`config.mk`:
```
export PLATFORM = sky130hd
export DESIGN_NAME = sram_16
export DESIGN_NICKNAME = d
export VERILOG_FILES = /design/src/rtl/sram_pkg.sv /design/src/rtl/sram_16_word.sv /design/src/rtl/sram_16.sv
export SDC_FILE = /design/constraint.sdc
export NUM_CORES = 1
export LEC_CHECK = 0
export ABC_CLOCK_PERIOD_IN_PS = 4890
export CAP_MARGIN = 20
export CORE_UTILIZATION = 35
export DETAILED_ROUTE_END_ITERATION = 7
export PLACE_DENSITY = 0.55
export SETUP_SLACK_MARGIN = 0.4
export SYNTH_ARGS = -nofsm -noshare
export SYNTH_HDL_FRONTEND = slang
export SYNTH_SLANG_ARGS = --single-unit
export TNS_END_PERCENT = 10
```
`constraint.sdc`:
```
create_clock -name clk -period 4.89 [get_ports clk]
set_input_delay 0.489 -clock clk [delete_from_list [all_inputs] [get_ports clk]]
set_output_delay 0.489 -clock clk [all_outputs]
set_load 0.005 [all_outputs]
```
`src/rtl/sram_pkg.sv`:
```
// Shared sizing constants and word/address types for the small synchronous SRAM.
// The top module and its word-register sub-module both import this package.
package sram_pkg;
   localparam int SRAM_ADDR_W = 5;
   localparam int SRAM_DATA_W = 6;
   localparam int SRAM_DEPTH  = 2 ** SRAM_ADDR_W;

   typedef logic [SRAM_ADDR_W-1:0] sram_addr_t;
   typedef logic [SRAM_DATA_W-1:0] sram_word_t;
endpackage : sram_pkg

```
`src/rtl/sram_16_word.sv`:
```
// One storage word of the SRAM array.
// It has a synchronous clear, a write enable and a data input.
module sram_16_word
   import sram_pkg::*;
#(
   parameter int DATA_W = SRAM_DATA_W
) (
   input  logic              clk,
   input  logic              rst,
   input  logic              we,
   input  logic [DATA_W-1:0] d,
   output logic [DATA_W-1:0] q
);

   logic [DATA_W-1:0] word_r;

   // Word storage: clear wins over write
   always_ff @(posedge clk) begin
      if (rst) begin
         word_r <= {DATA_W{1'b0}};
      end else if (we) begin
         word_r <= d;
      end else begin
         word_r <= word_r;
      end
   end

   assign q = word_r;

endmodule : sram_16_word

```
`src/rtl/sram_16.sv`:
```
// Single-port synchronous SRAM built from DEPTH word registers.
// It has an address decoder, a DEPTH:1 read mux and a registered read output.
module sram_16
   import sram_pkg::*;
#(
   parameter int ADDR_W = SRAM_ADDR_W,
   parameter int DATA_W = SRAM_DATA_W
) (
   input  logic              clk,
   input  logic              rst,
   input  logic              wr,
   input  logic [ADDR_W-1:0] Addr,
   input  logic [DATA_W-1:0] Data,
   output logic [DATA_W-1:0] Rout
);

   localparam int DEPTH = 2 ** ADDR_W;

   logic [DEPTH-1:0]  we_s;
   logic [DATA_W-1:0] word_s [DEPTH];
   logic [DATA_W-1:0] rd_s;
   logic [DATA_W-1:0] rout_r;

   for (genvar i = 0; i < DEPTH; i++) begin : g_word
      assign we_s[i] = wr & (Addr == ADDR_W'(i));

      sram_16_word #(
         .DATA_W (DATA_W)
      ) u_word (
         .clk (clk),
         .rst (rst),
         .we  (we_s[i]),
         .d   (Data),
         .q   (word_s[i])
      );
   end

   // Read mux selecting the addressed word
   always_comb begin
      rd_s = word_s[Addr];
   end

   // Read register: loads only on read cycles, so it holds through writes
   always_ff @(posedge clk) begin
      if (rst) begin
         rout_r <= {DATA_W{1'b0}};
      end else if (!wr) begin
         rout_r <= rd_s;
      end else begin
         rout_r <= rout_r;
      end
   end

   assign Rout = rout_r;

endmodule : sram_16

```
==> results.json <==
{
  "synth_edf_count": 0,
  "cts.clk_slew.worst_paths_ns": 0.07,
  "hold_buffers": 0,
  "drt_iter0_markers": 646,
  "rsz0062_at_grt": "no",
  "post_cts_resized": 0,
  "core_area_mm2": 0.02533,
  "seq_area_mm2": 0.003964,
  "num_rows": 58,
  "h-tree-depth": 4,
  "vias_per_cell": 5.521,
  "cp_data_arrival_time_ns": 3.02,
  "tritoncts": "built",
  "port-buffer-count": 19,
  "cts_root_buffer": "clkbuf_16",
  "start_util_pct": 35.81,
  "status": "finished clean",
  "die_width_um": 163.0,
  "wl_per_cell_um": 19.38,
  "cp_slowest_cell": "nor4bb_4",
  "p_per_area_mw_per_mm2": 337.5,
  "yosysMostFrequentCell": "dfxtp_1",
  "reg2reg_depth": 4,
  "ant_nets": 0,
  "route.detailed.drc": 0,
  "skew_ns": 0.01102,
  "async_reset_ff_share_pct": 0,
  "netlist_area_mm2": 0.009069,
  "cts.sinks": 198,
  "max_cap_violations": 0,
  "min_period_over_period_pct": 55.85,
  "path_max_fanout": 20,
  "grt_pass1_wl_um": 40590,
  "yosysTopAreaCell": "dfxtp_1",
  "worst_setup_path_start_kind": "input port",
  "ys_ff_latch": 198,
  "avgSynthCellArea_um2": 8.908,
  "groute.usage.overall_pct": 19.85,
  "hold_viol_final": 0,
  "hold_ws_ns": 0.4555,
  "r2r_setup_slack_ns": 3.09,
  "insertion_delay_ns": 0.44,
  "worstHoldPathType": "flip-flop to flip-flop",
  "critPathTopFamily": "simple AND/OR/NAND/NOR gates",
  "totalWireLength_um": 25580,
  "place.gp.congestion": 0.7944,
  "worstPathRequired_ns": 5.18,
  "tightest_slew_ns": 1.077,
  "fp.dieH_um": 163.0,
  "final_nets": 991,
  "vias": 7288,
  "syn_inst": 1018,
  "setup_viol": 0,
  "synth.distinct_cells": 44,
  "grt_pass1_vias": 6872,
  "min_delay_path_depth": 2,
  "synthTopCellsByCount": "dfxtp_1, nand2_1, a21oi_1",
  "dieArea_mm2": 0.02656,
  "fillers": 2554,
  "r2r-start": "g_word[19].u_word.q[2]",
  "post-route-min-period_ns": 2.731,
  "final_max_slew_viol_count": 0,
  "syn_to_final_growth_pct": 10.32,
  "dp_hpwl_um": 15150,
  "cts_max_path_buffers": 2,
  "yosys-top-cells-area": "dfxtp_1, mux2i_1, a21oi_1",
  "cp_num_buf_inv": 1,
  "peakVddDrop_uv": 220.5,
  "dr.pass1.iters": 6,
  "synth-warning-count": 0,
  "post-cts-setup-buffers": 0,
  "grt-ovfl-total": 0,
  "crit_path_end_kind": "flip-flop",
  "synth_nets": 1032,
  "cts_inserted_buffers": 17,
  "rr_endpoint": "Rout[2]",
  "crit_path_frequent_cell": "nand2_1",
  "multi_input_area_mm2": 0.004666,
  "relSlewSlack_pct": 28.08,
  "pin_count": 20,
  "min_to": "g_word[6].u_word.q[5]",
  "leakagePower_nw": 3.424,
  "ys.flop_type": "dfxtp_1",
  "num_antenna_cells": 0,
  "slowest_delay_ns": 1.06,
  "tns_ns": 0,
  "setup.worst_path.class": "input port to flip-flop",
  "path_cells": "clkdlybuf4s50_1 > nor4bb_4 > nand2_1 > nand2_1 > a21oi_1",
  "min_from": "g_word[6].u_word.q[5]",
  "yosysTopAreaCellShare_pct": 43.71,
  "seq_area_frac_synth_pct": 43.71,
  "grt_max_degree": 97,
  "drive_above_1_share_pct": 11.92,
  "antenna_found_initial": 0,
  "max_freq_mhz": 366.2
}
==> area by class of cell <==
type,instances,share of cell area [%]
multi-input combinational,718,46.64
clock inverter,15,1.938
sequential,198,39.62
timing repair buffer,41,3.389
tap,330,4.127
inverter,1,0.03752
clock buffer,17,4.252
==> layer usage <==
layer	global-route usage, %	part of all wire, %
met5	0	0
met1	28.59	48
met2	30.60	46
met4	5.523	1.3
met3	2.903	4.4
==> kinds of logic (layout without fill, tap and decap cells) <==
group                  after synthesis  count (layout)  share of synthesized area [%]
AND/OR/NAND/NOR                    352             352                          17.74
AO/OA/AOI/OAI                      234             234                          15.01
flip-flops                         198             198                          43.71
multiplexers                       132             132                          18.27
buffers and inverters              102              74                          5.270
==> worst min-delay path: stages, from the launching register on <==
cell and delay, ns:
dfxtp_1 0.31, nand2_1 0.05, a21oi_1 0.05
==> flip-flops by register name, summed over array words and instances (netlist names) <==
signal,cells
g_word.u_word.q,192
Rout,6
==> power by group <==
group          switching [W]  internal [W]
logic               0.000176     0.0000763
registers         0.00000964       0.00163
clock network       0.000709      0.000781
==> worst max path at each step <==
stage	slack, ns	depth (start not counted)	to	from
2_1_floorplan	2.92	6	Rout[2]	Addr[1]
3_3_place_gp	1.77	5	g_word[6].u_word.q[1]	wr
3_5_place_dp	1.72	5	g_word[6].u_word.q[4]	wr
4_1_cts	2.18	5	g_word[6].u_word.q[0]	wr
5_1_grt	1.96	5	g_word[6].u_word.q[3]	wr
6_report	2.16	5	g_word[6].u_word.q[1]	wr
==> cells in the final DEF (no fill, tap or decap), types with 6 or more instances in the layout <==
master,n
clkbuf_16,17
nand3_1,85
o22ai_1,9
mux4_2,20
buf_4,23
mux2i_1,92
o21ai_0,55
a221oi_2,6
a21oi_1,141
o211ai_1,6
nor2_1,66
a2111oi_2,6
clkdlybuf4s50_1,14
dfxtp_1,198
nand2_1,156
mux2_2,16
nor2b_1,10
==> metrics by stage <==
stage	power, W	std cells	setup slack (ns)	util, %	area (um^2)
floorplan	0.001843	1018	2.922	-	9069
global placement	0.001924	1288	1.769	37.06	9385
detailed placement	0.001925	1288	1.724	37.06	9385
CTS	0.003406	1320	2.184	39.50	10000
global route	0.003489	1320	1.963	39.50	10000
finish	0.003377	1320	2.159	39.50	10000
Power figures use the tool's default switching activity.
